`src/rtl/assert_fail_collector_if.sv`:
```
// Bus bundle for assert_fail_collector: failure pulses, clear handshake, counter read port
// and first-failure status.
interface assert_fail_collector_if #(
  parameter int unsigned N_SRC = 8,
  parameter int unsigned CNT_W = 8,
  parameter int unsigned TOT_W = 16,
  parameter int unsigned TS_W  = 16
);
  localparam int unsigned IDX_W = (N_SRC > 1) ? $clog2(N_SRC) : 1;

  logic [N_SRC-1:0] fail_vec;
  logic             clr_req;
  logic             clr_ack;
  logic             rd_req;
  logic [IDX_W-1:0] rd_idx;
  logic             rd_ack;
  logic [CNT_W-1:0] rd_cnt;
  logic             any_fail;
  logic             irq;
  logic [IDX_W-1:0] first_idx;
  logic [TS_W-1:0]  first_ts;
  logic [TOT_W-1:0] total_cnt;

  modport master (
    output fail_vec, clr_req, rd_req, rd_idx,
    input  clr_ack, rd_ack, rd_cnt, any_fail, irq, first_idx, first_ts, total_cnt
  );

  modport slave (
    input  fail_vec, clr_req, rd_req, rd_idx,
    output clr_ack, rd_ack, rd_cnt, any_fail, irq, first_idx, first_ts, total_cnt
  );
endinterface

```
`src/rtl/assert_fail_collector.sv`:
```
// Collects checker failure pulses into per-source and total saturating counters and latches the
// first failure. Define ASSERT_FAIL_TIMESTAMP_EN to build the first-failure cycle timestamp.
module assert_fail_collector #(
  parameter int unsigned N_SRC = 8,
  parameter int unsigned CNT_W = 8,
  parameter int unsigned TOT_W = 16,
  parameter int unsigned TS_W  = 16
) (
  input logic                    clk,
  input logic                    rst,
  assert_fail_collector_if.slave bus
);
  localparam int unsigned IDX_W = (N_SRC > 1) ? $clog2(N_SRC) : 1;
  localparam int unsigned PC_W  = $clog2(N_SRC + 1);
  localparam int unsigned SUM_W = TOT_W + PC_W;
  localparam logic [CNT_W-1:0] CNT_MAX = '1;
  localparam logic [TOT_W-1:0] TOT_MAX = '1;

  typedef enum logic [1:0] {IDLE, LATCHED, CLEARING} state_t;

  state_t           state, state_nxt;
  logic [CNT_W-1:0] cnt [N_SRC];
  logic [TOT_W-1:0] total_q;
  logic [TOT_W-1:0] total_nxt;
  logic [SUM_W-1:0] total_sum;
  logic [PC_W-1:0]  pop;
  logic [IDX_W-1:0] low_idx;
  logic             count_en;
  logic             capture;
  logic             clr_zero;
  logic [TS_W-1:0]  ts_now;
  logic             irq_q, clr_ack_q, any_fail_q, rd_ack_q;
  logic [CNT_W-1:0] rd_cnt_q;
  logic [IDX_W-1:0] first_idx_q;
  logic [TS_W-1:0]  first_ts_q;

  // Next-state: clear has priority over any failure in the same cycle
  always_comb begin
    state_nxt = state;
    case (state)
      IDLE: begin
        if (bus.clr_req)        state_nxt = CLEARING;
        else if (|bus.fail_vec) state_nxt = LATCHED;
      end
      LATCHED:  if (bus.clr_req) state_nxt = CLEARING;
      CLEARING: state_nxt = IDLE;
      default:  state_nxt = IDLE;
    endcase
  end

  always_ff @(posedge clk or posedge rst) begin
    if (rst) state <= IDLE;
    else     state <= state_nxt;
  end

  assign clr_zero = (state_nxt == CLEARING);
  assign count_en = (state != CLEARING) && !bus.clr_req;
  assign capture  = (state == IDLE) && !bus.clr_req && (|bus.fail_vec);

  // Popcount and lowest set index of the incoming failure vector
  always_comb begin
    pop     = '0;
    low_idx = '0;
    for (int i = 0; i < int'(N_SRC); i++) begin
      pop = pop + PC_W'(bus.fail_vec[i]);
    end
    for (int i = int'(N_SRC) - 1; i >= 0; i--) begin
      if (bus.fail_vec[i]) low_idx = IDX_W'(i);
    end
  end

  always_comb begin
    total_sum = SUM_W'(total_q) + SUM_W'(pop);
    total_nxt = (total_sum > SUM_W'(TOT_MAX)) ? TOT_MAX : total_sum[TOT_W-1:0];
  end

  always_ff @(posedge clk or posedge rst) begin
    if (rst) begin
      for (int i = 0; i < int'(N_SRC); i++) cnt[i] <= '0;
      total_q <= '0;
    end else if (clr_zero) begin
      for (int i = 0; i < int'(N_SRC); i++) cnt[i] <= '0;
      total_q <= '0;
    end else if (count_en) begin
      for (int i = 0; i < int'(N_SRC); i++) begin
        if (bus.fail_vec[i] && (cnt[i] != CNT_MAX)) cnt[i] <= cnt[i] + CNT_W'(1);
      end
      total_q <= total_nxt;
    end
  end

`ifdef ASSERT_FAIL_TIMESTAMP_EN
  logic [TS_W-1:0] ts;

  // Free-running cycle count, held at zero across the clear
  always_ff @(posedge clk or posedge rst) begin
    if (rst)                                           ts <= '0;
    else if ((state_nxt == CLEARING) || (state == CLEARING)) ts <= '0;
    else                                               ts <= ts + TS_W'(1);
  end

  assign ts_now = ts;
`else
  assign ts_now = '0;
`endif

  always_ff @(posedge clk or posedge rst) begin
    if (rst) begin
      irq_q       <= 1'b0;
      clr_ack_q   <= 1'b0;
      any_fail_q  <= 1'b0;
      first_idx_q <= '0;
      first_ts_q  <= '0;
    end else begin
      irq_q      <= capture;
      clr_ack_q  <= (state_nxt == CLEARING);
      any_fail_q <= (state_nxt == LATCHED);
      if (clr_zero) begin
        first_idx_q <= '0;
        first_ts_q  <= '0;
      end else if (capture) begin
        first_idx_q <= low_idx;
        first_ts_q  <= ts_now;
      end
    end
  end

  // Read returns the counter as registered in the request cycle (pre-increment)
  always_ff @(posedge clk or posedge rst) begin
    if (rst) begin
      rd_ack_q <= 1'b0;
      rd_cnt_q <= '0;
    end else begin
      rd_ack_q <= bus.rd_req;
      if (bus.rd_req && (32'(bus.rd_idx) < N_SRC)) rd_cnt_q <= cnt[bus.rd_idx];
      else                                         rd_cnt_q <= '0;
    end
  end

  assign bus.irq       = irq_q;
  assign bus.clr_ack   = clr_ack_q;
  assign bus.any_fail  = any_fail_q;
  assign bus.first_idx = first_idx_q;
  assign bus.first_ts  = first_ts_q;
  assign bus.total_cnt = total_q;
  assign bus.rd_ack    = rd_ack_q;
  assign bus.rd_cnt    = rd_cnt_q;
endmodule

```
`src/flat_wrapper.sv`:
```
// flat-port wrapper written by rule: the top's interface ports become plain ports
module assert_fail_collector_flat 
#(
  parameter int unsigned N_SRC = 8,
  parameter int unsigned CNT_W = 8,
  parameter int unsigned TOT_W = 16,
  parameter int unsigned TS_W  = 16
)
  (clk, rst, bus_fail_vec, bus_clr_req, bus_rd_req, bus_rd_idx, bus_clr_ack, bus_rd_ack, bus_rd_cnt, bus_any_fail, bus_irq, bus_first_idx, bus_first_ts, bus_total_cnt);
  assert_fail_collector_if #(.N_SRC(N_SRC), .CNT_W(CNT_W), .TOT_W(TOT_W), .TS_W(TS_W)) bus_i ();
  input logic clk;
  input logic rst;
  input wire logic [$bits(bus_i.fail_vec)-1:0] bus_fail_vec;
  input wire logic [$bits(bus_i.clr_req)-1:0] bus_clr_req;
  input wire logic [$bits(bus_i.rd_req)-1:0] bus_rd_req;
  input wire logic [$bits(bus_i.rd_idx)-1:0] bus_rd_idx;
  output wire logic [$bits(bus_i.clr_ack)-1:0] bus_clr_ack;
  output wire logic [$bits(bus_i.rd_ack)-1:0] bus_rd_ack;
  output wire logic [$bits(bus_i.rd_cnt)-1:0] bus_rd_cnt;
  output wire logic [$bits(bus_i.any_fail)-1:0] bus_any_fail;
  output wire logic [$bits(bus_i.irq)-1:0] bus_irq;
  output wire logic [$bits(bus_i.first_idx)-1:0] bus_first_idx;
  output wire logic [$bits(bus_i.first_ts)-1:0] bus_first_ts;
  output wire logic [$bits(bus_i.total_cnt)-1:0] bus_total_cnt;
  assign bus_i.fail_vec = bus_fail_vec;
  assign bus_i.clr_req = bus_clr_req;
  assign bus_i.rd_req = bus_rd_req;
  assign bus_i.rd_idx = bus_rd_idx;
  assign bus_clr_ack = bus_i.clr_ack;
  assign bus_rd_ack = bus_i.rd_ack;
  assign bus_rd_cnt = bus_i.rd_cnt;
  assign bus_any_fail = bus_i.any_fail;
  assign bus_irq = bus_i.irq;
  assign bus_first_idx = bus_i.first_idx;
  assign bus_first_ts = bus_i.first_ts;
  assign bus_total_cnt = bus_i.total_cnt;
  assert_fail_collector #(.N_SRC(N_SRC), .CNT_W(CNT_W), .TOT_W(TOT_W), .TS_W(TS_W)) u_core (.clk(clk), .rst(rst), .bus(bus_i));
endmodule
```
`config.mk`:
```
export PLATFORM = sky130hd
export DESIGN_NAME = assert_fail_collector_flat
export DESIGN_NICKNAME = d
export VERILOG_FILES = /design/src/rtl/assert_fail_collector_if.sv /design/src/rtl/assert_fail_collector.sv /design/src/flat_wrapper.sv
export SDC_FILE = /design/constraint.sdc
export NUM_CORES = 1
export LEC_CHECK = 0
export BUFFER_PORTS_ARGS = -buffer_cell sky130_fd_sc_hd__buf_2
export CAP_MARGIN = 5
export CORE_MARGIN = 10
export CORE_UTILIZATION = 60
export CTS_CLUSTER_SIZE = 25
export DETAILED_ROUTE_END_ITERATION = 16
export PLACE_DENSITY_LB_ADDON = 0.15
export SYNTH_ARGS = -nofsm -noshare
export SYNTH_HDL_FRONTEND = slang
export SYNTH_SLANG_ARGS = --single-unit
```
`constraint.sdc`:
```
create_clock -name clk -period 4.1 [get_ports clk]
set_clock_uncertainty 0.2 [all_clocks]
set_input_delay 0.82 -clock clk [delete_from_list [all_inputs] [get_ports clk]]
set_output_delay 0.82 -clock clk [all_outputs]
set_load 0.02 [all_outputs]
```
# Word level (Yosys, flattened, before mapping)
# Index checks and enable logic that the tools add are counted.
classes:
  add_sub_neg: 16
  multipliers: 0
  n_div: 0
  n_lt_le_gt_ge: 2
  n_eq_ne: 12
  shifts: 0
  muxes: 33
  n_bitwise: 1
  reduce_logical: 32
ops:
  columns: ["op", "count"]
  rows:
  - ["$mux W64", 2]
  - ["$mux W8", 11]
  - ["$mux W16", 5]
  - ["$add A8 B1 Y8 const B", 8]
  - ["$ne A8 B8 Y1 const B", 8]
  - ["$mux W3", 10]
  - ["$add A4 B1 Y4", 6]
  - ["$bmux W8 S3", 1]
  - ["$gt A20 B16 Y1 const B", 1]
  - ["$reduce_bool A2 Y1", 10]
  - ["$add A16 B4 Y17", 1]
  - ["$reduce_and A2 Y1", 8]
  - ["$logic_and A1 B1 Y1", 11]
  - ["$reduce_or A8 Y1", 1]
  - ["$mux W2", 3]
  - ["$eq A2 B1 Y1 const B", 2]
  - ["$ge A4 B4 Y1 const B", 1]
  - ["$not A3 Y4", 1]
  - ["$pmux W2 S2", 1]
  - ["$add A1 B1 Y2", 1]
  - ["$eq A2 B2 Y1 const B", 1]
  - ["$logic_not A2 Y1", 1]
  - ["$ne A2 B2 Y1 const B", 1]
  - ["$logic_not A1 Y1", 1]
word_totals:
  reg_bits: 113
  latchBits: 0
  ram_bits: 0
  rom_bits: 0
  inputBits: 15
  out_inout_bits: 47
  elab_cells: 113
  mem_count: 0

# Depth between registers and ports, before layout
# Gate-level depths: netlist (run 1).
logic_depth:
  word_depth: 12
  mapped_depth: 16
  depth_no_buf: 15

# Least setup slack after synthesis (run 1)
# No wires, ideal clock.
synth_timing:
  path_kind: "input port to flip-flop"
  from: "input port bus_fail_vec[0]"
  to: "register u_core.total_q[2], in the netlist u_core.bus.total_cnt[2]"
  setup_ps: 120
  t_arrival_ps: 4516
  t_required_ps: 3780
  path_slack_ps: -736
  cell_stages: 15
  n_path_buf: 1
  path_cell_list: "inv_1 ha_1 inv_1 fa_1 fa_1 fa_1 fa_1 inv_1 fa_1 a211o_1 o211ai_1 nor3_1 buf_2 o21ai_0 nand2_1"
synth_via:
  elab_chain_len: 12
  elab_cells_between_ends: 18
  cone_classes: "add/sub (8); order compare (1); eq/ne (1); mux (6); reduce/logical (2)"
synth_rtl:
  columns: ["item", "line", "rtl"]
  rows:
  - ["start, declared", "flat_wrapper.sv:13", "input wire logic [$bits(bus_i.fail_vec)-1:0] bus_fail_vec;"]
  - ["$add A1 B1 Y2", "assert_fail_collector.sv:65", "pop = pop + PC_W'(bus.fail_vec[i]);"]
  - ["$add A4 B1 Y4 (6 in a row)", "assert_fail_collector.sv:65", null]
  - ["$add A16 B4 Y17", "assert_fail_collector.sv:73", "total_sum = SUM_W'(total_q) + SUM_W'(pop);"]
  - ["$gt A20 B16 Y1", "assert_fail_collector.sv:74", "total_nxt = (total_sum > SUM_W'(TOT_MAX)) ? TOT_MAX : total_sum[TOT_W-1:0];"]
  - ["$mux W16", "assert_fail_collector.sv:74", null]
  - ["$mux W16", "assert_fail_collector.sv:84", "end else if (count_en) begin"]
  - ["$mux W16", "assert_fail_collector.sv:81", "end else if (clr_zero) begin"]
  - ["end signal, assigned", "assert_fail_collector.sv:88", "total_q <= total_nxt;"]
  - ["end, declared", "assert_fail_collector.sv:23", "logic [TOT_W-1:0] total_q;"]
# Several ways; a longest one is shown, not always the timed one. The select of a mux whose other input is x is not followed.
# A chain may end at the register's enable or synchronous reset.

# Final worst setup path (run 1)
layout_timing:
  from: "input port bus_fail_vec[1]"
  to: "register u_core.total_q[6], in the netlist u_core.bus.total_cnt[6]"
# The elaborated chain is that of the path after synthesis.

==> tab_implementation.tex, run 1 <==
\begin{tabular}{lr}
\hline
Metric & Value \\
\hline
\multicolumn{2}{l}{\textbf{Synthesis}} \\
Mean Syn Cell Area & 9.82 um2 \\
Share of the synthesized area in the top cell type & between 40\% and 50\% \\
Post-synthesis compound-gate area fraction & around 17\% \\
Combinational family with the most area after synthesis & compound AO/OA/AOI/OAI gates \\
Area of the mapped netlist & 5860 um2 \\
Synth Area in Simple Gates & 17.0\% \\
Yosys warning count & 0 \\
Flip-flop and latch count after synthesis & 97 \\
EDFF count, synth & 0 \\
Synthesized instance count & 597 \\
Fraction of synthesis flops using an asynchronous set or reset pin & 100\% \\
Most area-consuming cells after synthesis & sky130\_fd\_sc\_hd\_\_dfrtp\_1 41\%, sky130\_fd\_sc\_hd\_\_mux4\_2 6.1\%, sky130\_fd\_sc\_hd\_\_o21ai\_0 3.6\% \\
Parity-gate share of the synthesized area counting xor and xnor cells & 4.03\% \\
Fraction of the mapped netlist area in adder cells & 5.12\% \\
Share of synthesized area occupied by flip-flops and latches & 41.4\% \\
Largest area contributor in the netlist & sky130\_fd\_sc\_hd\_\_dfrtp\_1 \\
Post-synthesis mux area share & 8.43\% \\
Commonest register cell after synthesis & sky130\_fd\_sc\_hd\_\_dfrtp\_1 \\
Cell variety after synth & 65 \\
\multicolumn{2}{l}{\textbf{Setup path}} \\
WS Path Type & input port to flop \\
Kind of end point of the critical path & flop \\
Capturing instance or port of the critical path & u\_core.bus.total\_cnt[6] \\
Required @ worst endpoint & 4.16 ns \\
Largest fanout on the critical path & 5 \\
Worst flop-to-flop path endpoint & u\_core.cnt[21] \\
Worst Setup SP & bus\_fail\_vec[1] \\
Arrival time of data at the critical path endpoint & 4.43 ns \\
Register-to-register path setup slack & 1.27 ns \\
FF-to-FF Start & u\_core.state[1] \\
Cells on worst reg2reg path & 6 \\
Startpoint types & input port \\
\multicolumn{2}{l}{\textbf{Clock tree}} \\
Maximum root-to-sink buffer count & 2 \\
Clock Sink Count & just under 100 \\
Post-CTS Hold Buffers & 0 \\
CTS clock-pin slew for the worst setup and hold paths & around 0.10 ns \\
Clock Latency Late Sink & between 0.3 and 0.4 ns \\
H-tree levels & 3 \\
Root Driver & sky130\_fd\_sc\_hd\_\_clkbuf\_8 \\
Total CTS buffers & 9 \\
Clock tree from TritonCTS & built \\
\multicolumn{2}{l}{\textbf{Timing}} \\
Final critical delay including setup and external delays & 4.37 ns \\
Final Max Slew Viols & 0 \\
Min setup slack post-route & -0.270 ns \\
Fmax & 0.229 GHz \\
Transition time at the pin with the least slew margin & 1.14 ns \\
Period Utilization, post-route & 107\% \\
Final setup violation count & 16 \\
Number of hold-slack violations in the final timing report & 0 \\
Max-slew headroom & 23.2\% \\
Hold Slack & 0.259 ns \\
Setup repair after global routing missed its margin & true \\
\multicolumn{2}{l}{\textbf{Drt}} \\
Antenna-violating nets left & 0 \\
Wire per inst & 18.5 um \\
Number of iterations in the first detailed-routing pass & 5 \\
Number of DRC markers after the initial detailed-route iteration & 520 \\
Overall via count from detail\_route & just under 5000 \\
Ratio of routed vias to standard cells & about 6.1 \\
Drc violations & 0 \\
Drt total wl & 14.8 mm \\
\multicolumn{2}{l}{\textbf{Flow run}} \\
Number of max-cap violations & 0 \\
\multicolumn{2}{l}{\textbf{Placed design}} \\
Weighted congestion reported at the end of routability-driven placement & 0.911 \\
Estimated wirelength of the detail-placed design & 10.8 mm \\
Total cell area at the placement stage & 6330 um2 \\
Number of buffers added on ports & 45 \\
\multicolumn{2}{l}{\textbf{Power and ir drop}} \\
Total power divided by cell area & 475 nW/um2 \\
Portion of total power attributed to sequential cells & 41.0\% \\
Power share of the clock group & 20.6\% \\
Fraction of power consumed by combinational cells & 38.4\% \\
Overall Power & 3.16 mW \\
Static leakage power & 3.05 nW \\
Sw Ratio & 42.0\% \\
Largest voltage drop on the vdd net & 0.000305 V \\
Net load switching power & 1.33 mW \\
Cell-internal power & 1.84 mW \\
\multicolumn{2}{l}{\textbf{Final layout}} \\
Most frequent cells in the layout & 97 x sky130\_fd\_sc\_hd\_\_dfrtp\_1, 45 x sky130\_fd\_sc\_hd\_\_nand2\_1, 43 x sky130\_fd\_sc\_hd\_\_buf\_2 \\
Share of cells above drive strength 1 & 22.7\% \\
Layout net count & 696 \\
Antenna cells & 0 \\
Most common cell after layout, fill and taps aside & sky130\_fd\_sc\_hd\_\_dfrtp\_1 \\
Number of filler instances in the final layout & 783 \\
Post-route design area & approximately 6700 um2 \\
Area grow syn2layout & 13.6\% \\
\multicolumn{2}{l}{\textbf{Global route}} \\
Antenna violations before repair & 0 \\
Total GRT Usage & 20.9\% \\
Maximum number of pins on one net before global-route repair & 39 \\
Number of global-route vias before repair & 4847 \\
First-pass GRT wire length & between 20 and 25 mm \\
Global-route congestion overflow total & 0 \\
\multicolumn{2}{l}{\textbf{Floorplanning}} \\
Die boundary height & 119 um \\
Area of the die & 14100 um2 \\
Horiz. Die Dim & 119 um \\
Number of top-level pins & 62 \\
Core area & 9640 um2 \\
\# rows & 36 \\
Initial Util & 60.8\% \\
\multicolumn{2}{l}{\textbf{Hold path}} \\
Path category of the worst min-delay check & input port to async pin \\
\multicolumn{2}{l}{\textbf{Run status}} \\
Failing checks & negative setup slack \\
Outcome & complete, but fails checks \\
\hline
\end{tabular}
## power by group through the flow
stage                     registers (mW)  logic, mW  clock network (mW)
after global placement              1.30       1.14                   0
final                               1.30       1.21               0.653
after CTS                           1.29       1.21               0.662
after floorplan                     1.29      0.854                   0
after detailed placement            1.31       1.18                   0
after global routing                1.31       1.34               0.704
## sequential cells by signal, summed over array words and instances, names as in the netlist
signal,count
u_core.bus.irq,1
u_core.bus.any_fail,1
u_core.cnt,64
u_core.bus.rd_cnt,8
u_core.bus.clr_ack,1
u_core.state,2
u_core.bus.first_idx,3
u_core.bus.rd_ack,1
u_core.bus.total_cnt,16
## what timing repair did
item,in CTS,in global routing
gates resized for setup,16,6
setup endpoints to repair,16,16
pin swaps,7,4
setup buffers,5,0
## per-stage QoR
step	worst slack (ns)	utilization, %	setup TNS, ns	std cells
floorplan	-0.485	-	-6.97	612
global placement	-0.921	65.7	-12.38	777
detailed placement	-1.11	65.7	-14.23	777
CTS	-0.212	68.8	-3.12	798
global route	-0.365	69.1	-5.25	798
finish	-0.270	69.1	-3.81	798
## kinds of logic (layout without fill, tap and decap cells)
family | count (synthesis) | count (layout)
AND/OR/NAND/NOR | 194 | 194
AO/OA/AOI/OAI | 152 | 152
flip-flops | 97 | 97
buffers and inverters | 76 | 129
multiplexers | 29 | 29
XOR/XNOR | 27 | 27
adder cells (fa/ha/maj) | 21 | 21
other | 1 | 16
## per-layer routing
layer / track usage, % / routed length [um] / share of wire (%)
met2: 33.6 / 7100 / 48
met4: 9.01 / 322 / 2.2
met3: 3.78 / 947 / 6.4
met1: 27.2 / 6380 / 43
met5: 0 / 0 / 0
## Yosys cell counts, types with 6 or more instances
| cell | count |
|---|---|
| sky130_fd_sc_hd__a21oi_1 | 39 |
| sky130_fd_sc_hd__a31oi_1 | 6 |
| sky130_fd_sc_hd__and3_1 | 9 |
| sky130_fd_sc_hd__buf_2 | 10 |
| sky130_fd_sc_hd__buf_4 | 17 |
| sky130_fd_sc_hd__clkbuf_1 | 10 |
| sky130_fd_sc_hd__dfrtp_1 | 97 |
| sky130_fd_sc_hd__ha_1 | 16 |
| sky130_fd_sc_hd__inv_1 | 30 |
| sky130_fd_sc_hd__mux2i_1 | 10 |
| sky130_fd_sc_hd__mux4_2 | 16 |
| sky130_fd_sc_hd__nand2_1 | 45 |
| sky130_fd_sc_hd__nand3_1 | 33 |
| sky130_fd_sc_hd__nand4_1 | 7 |
| sky130_fd_sc_hd__nor2_1 | 36 |
| sky130_fd_sc_hd__nor2b_1 | 9 |
| sky130_fd_sc_hd__nor3_1 | 12 |
| sky130_fd_sc_hd__o2111ai_1 | 8 |
| sky130_fd_sc_hd__o211ai_1 | 12 |
| sky130_fd_sc_hd__o21ai_0 | 42 |
| sky130_fd_sc_hd__or3_1 | 10 |
| sky130_fd_sc_hd__or4_1 | 9 |
| sky130_fd_sc_hd__xnor2_1 | 8 |
| sky130_fd_sc_hd__xor2_1 | 19 |
## critical path: stages
cell and delay [ns]:
sky130_fd_sc_hd__buf_12 0.09, sky130_fd_sc_hd__inv_12 0.03, sky130_fd_sc_hd__ha_4 0.25, sky130_fd_sc_hd__inv_2 0.03
sky130_fd_sc_hd__fa_1 0.53, sky130_fd_sc_hd__fa_1 0.45, sky130_fd_sc_hd__fa_2 0.37, sky130_fd_sc_hd__fa_2 0.54
sky130_fd_sc_hd__inv_2 0.04, sky130_fd_sc_hd__fa_2 0.33, sky130_fd_sc_hd__a211o_1 0.28, sky130_fd_sc_hd__o211ai_1 0.13
sky130_fd_sc_hd__buf_4 0.16, sky130_fd_sc_hd__nor3_4 0.05, sky130_fd_sc_hd__nor4_1 0.24, sky130_fd_sc_hd__nor3_1 0.09
## final cells by class
cell class	instances	area (um2)	area share, %
clock inverters	7	78.8	1.18
multi-input cells	439	3180	47.8
flip-flops and latches	97	2430	36.4
clock buffers	9	124	1.86
well taps	133	166	2.50
inverters	32	161	2.42
repair buffers	81	520	7.81
## worst min-delay path by stage
stage                                   end                     from  slack, ns
finish                       u_core.cnt[19]                      rst       0.26
global route                 u_core.cnt[19]                      rst       0.28
CTS                          u_core.cnt[30]                      rst       0.27
detailed placement  u_core.bus.total_cnt[0]  u_core.bus.total_cnt[0]       0.30
global placement    u_core.bus.total_cnt[0]  u_core.bus.total_cnt[0]       0.29
floorplan                    u_core.cnt[27]           u_core.cnt[27]       0.28
Power figures use the tool's default switching activity.
==> run 2: changes to the inputs <==
Settings changed: PLACE_DENSITY_LB_ADDON 0.15 to 0.1.
==> run 2 against run 1 <==
Against the previous run:
- the flow still finishes with violations (negative setup slack)
- global-route usage decreased by 0.067 points
- sequential cell count unchanged
- critical path depth increased by 1
- non-clock buffer count increased by 1
- sequential share of layout area decreased by 0.11 points
- wire length decreased by 1.9%
- register-to-register slack improved by 0.02 ns
- fmax increased by 0.37%
- highest routed layer unchanged
==> tab_implementation.tex, run 2 (synthesized netlist as in run 1, its figures left out) <==
\begin{tabular}{lr}
\hline
Metric & Value \\
\hline
\multicolumn{2}{l}{\textbf{Clock tree}} \\
H-tree levels & 3 (unchanged) \\
Clock tree from TritonCTS & built \\
Root Driver & sky130\_fd\_sc\_hd\_\_clkbuf\_8 \\
Total CTS buffers & 9 (unchanged) \\
Maximum root-to-sink buffer count & 2 (unchanged) \\
Clock Latency Late Sink & 0.39 ns (about the same) \\
Clock Sink Count & 97 (unchanged) \\
Post-CTS Hold Buffers & 0 (unchanged) \\
CTS clock-pin slew for the worst setup and hold paths & 0.09 ns (about the same) \\
\multicolumn{2}{l}{\textbf{Timing}} \\
Final Max Slew Viols & 0 (unchanged) \\
Transition time at the pin with the least slew margin & 1.08 ns (-0.0625 ns) \\
Final setup violation count & 16 (unchanged) \\
Hold Slack & 0.252 ns (-0.00633 ns) \\
Number of hold-slack violations in the final timing report & 0 (unchanged) \\
Setup repair after global routing missed its margin & true \\
Fmax & 0.230 GHz (+0.37\%) \\
Setup TNS & -3.50 ns (+0.317 ns) \\
Final critical delay including setup and external delays & 4.35 ns (-0.0159 ns) \\
Max-slew headroom & 27.4\% (+4.2 points) \\
Period Utilization, post-route & 106\% (-0.39 points) \\
Min setup slack post-route & -0.254 ns (+0.0159 ns) \\
\multicolumn{2}{l}{\textbf{Global route}} \\
Maximum number of pins on one net before global-route repair & 39 (unchanged) \\
First-pass GRT wire length & 24.1 mm (-0.79\%) \\
Antenna violations before repair & 0 (unchanged) \\
Global-route congestion overflow total & 0 (unchanged) \\
Total GRT Usage & 20.8\% (-0.067 points) \\
Number of global-route vias before repair & 4776 (-1.5\%) \\
\multicolumn{2}{l}{\textbf{Drt}} \\
Drc violations & 0 (unchanged) \\
Number of iterations in the first detailed-routing pass & 5 (unchanged) \\
Antenna-violating nets left & 0 (unchanged) \\
Wire per inst & 18.2 um (-1.7\%) \\
Number of DRC markers after the initial detailed-route iteration & 497 (-4.4\%) \\
Ratio of routed vias to standard cells & 6.10 (-0.67\%) \\
Drt total wl & 14.5 mm (-1.9\%) \\
Overall via count from detail\_route & 4862 (-0.80\%) \\
\multicolumn{2}{l}{\textbf{Setup path}} \\
Worst Setup SP & bus\_fail\_vec[0] \\
Capturing instance or port of the critical path & u\_core.bus.total\_cnt[7] \\
CP peak stage delay & 0.52 ns (-0.02 ns) \\
FF-to-FF Start & u\_core.state[1] \\
Kind of end point of the critical path & flop \\
Register-to-register path setup slack & 1.29 ns (+0.02 ns) \\
Slowest cell on the critical path & sky130\_fd\_sc\_hd\_\_fa\_1 \\
Required @ worst endpoint & 4.18 ns (+0.02 ns) \\
Startpoint types & input port \\
Largest fanout on the critical path & 6 (+1) \\
Worst flop-to-flop path endpoint & u\_core.cnt[7] \\
Arrival time of data at the critical path endpoint & 4.43 ns (about the same) \\
Crit-path cells & buf\_8, inv\_12, ha\_4, inv\_2, fa\_1, fa\_1, fa\_2, fa\_1, inv\_2, fa\_2, a211o\_1, o211ai\_1, buf\_4, nor3\_4, buf\_4, o21ai\_1, nand2\_1 \\
WS Path Type & input port to flop \\
Most Frequent Cell on Critical Path & sky130\_fd\_sc\_hd\_\_fa\_1 \\
Cells on worst reg2reg path & 5 (-1) \\
\multicolumn{2}{l}{\textbf{Final layout}} \\
Largest register by flop count & u\_core.cnt \\
Share of cells above drive strength 1 & 22.6\% (-0.12 points) \\
Max reg flops & 64 (unchanged) \\
Number of filler instances in the final layout & 766 (-2.2\%) \\
Area grow syn2layout & 14.0\% \\
Most frequent cells in the layout & 97 x sky130\_fd\_sc\_hd\_\_dfrtp\_1, 45 x sky130\_fd\_sc\_hd\_\_nand2\_1, 43 x sky130\_fd\_sc\_hd\_\_buf\_2 \\
Antenna cells & 0 (unchanged) \\
Layout net count & 697 (+0.14\%) \\
Most common cell after layout, fill and taps aside & sky130\_fd\_sc\_hd\_\_dfrtp\_1 \\
\multicolumn{2}{l}{\textbf{Floorplanning}} \\
\# rows & 36 (unchanged) \\
Number of top-level pins & 62 (unchanged) \\
Die boundary height & 119 um (unchanged) \\
Area of the die & 14100 um2 (unchanged) \\
Core area & 9640 um2 (unchanged) \\
Initial Util & 60.8\% (unchanged) \\
Horiz. Die Dim & 119 um (unchanged) \\
\multicolumn{2}{l}{\textbf{Flow run}} \\
Number of max-cap violations & 0 (unchanged) \\
\multicolumn{2}{l}{\textbf{Power and ir drop}} \\
Total power divided by cell area & 477 nW/um2 (+0.42\%) \\
Static leakage power & 3.06 nW (+0.43\%) \\
Largest voltage drop on the vdd net & 0.000320 V (+4.8\%) \\
\multicolumn{2}{l}{\textbf{Hold path}} \\
Path category of the worst min-delay check & input port to async pin \\
\multicolumn{2}{l}{\textbf{Placed design}} \\
Weighted congestion reported at the end of routability-driven placement & 0.898 (-1.5\%) \\
Number of buffers added on ports & 45 (unchanged) \\
Estimated wirelength of the detail-placed design & 10.6 mm (-1.9\%) \\
\multicolumn{2}{l}{\textbf{Run status}} \\
Outcome & complete, but fails checks \\
Failing checks & negative setup slack \\
\hline
\end{tabular}
[run 2: cell types whose count changed in the layout (fill, tap and decap cells not counted), sizes merged]
cell / before / now
clkinv: 2 / 1
clkinvlp: 2 / 1
bufinv: 2 / 3
inv: 33 / 32
buf: 81 / 82
[run 2: critical path, delay by kind of cell]
| kind | cells | cell delay [ns] |
|---|---|---|
| fa+ha+maj | 6 | 2.40 |
| buf+inv | 6 | 0.55 |
| compound gates | 3 | 0.53 |
| simple gates | 2 | 0.11 |
[run 2: how the worst min path moves through the flow]
stage | cells after the start | end | startpoint
final | 2 | u_core.cnt[19] | rst
after global routing | 2 | u_core.cnt[19] | rst
after CTS | 2 | u_core.cnt[19] | rst
after detailed placement | 2 | u_core.bus.total_cnt[0] | u_core.bus.total_cnt[0]
after global placement | 2 | u_core.bus.total_cnt[0] | u_core.bus.total_cnt[0]
after floorplan | 1 | u_core.cnt[27] | u_core.cnt[27]
[run 2: power breakdown]
group	internal, mW	switching (mW)	total (mW)
sequential	1.10	0.188	1.29
clock	0.338	0.340	0.678
combinational	0.451	0.769	1.22
total	1.89	1.30	3.19
[run 2: what timing repair did]
item                                    in CTS  in global routing
buffers inserted                             6                  2
pin swaps                                    8                  4
resized for setup                           12                 11
endpoints found under the setup margin      16                 16
[run 2: cell type report]
class                   count  area, um2  share of cell area (%)
clock buffers               9        124                    1.85
flip-flops and latches     97       2430                    36.3
inverters                  32        161                    2.42
multi-input cells         439       3180                    47.6
repair buffers             82        544                    8.14
well taps                 133        166                    2.49
clock inverters             5       81.3                    1.22
[run 2: through the flow]
step	instances	power, mW	utilization, %	area [um2]	worst slack, ns
detailed placement	775	2.48	65.6	6330	-0.992
global placement	775	2.44	65.6	6330	-0.949
floorplan	612	2.15	-	5980	-0.485
global route	797	3.40	69.3	6680	-0.371
finish	797	3.19	69.3	6680	-0.254
CTS	795	3.17	68.8	6630	-0.184
[run 2: layer usage]
metal	vias to the layer above	share of wire (%)	global-route usage, %	wire (um)
met4	0	1.6	6.03	237
li1	2290	-	-	-
met1	2371	42	26.0	6130
met5	-	0	0	0
met3	20	7.5	5.95	1080
met2	181	49	34.5	7030
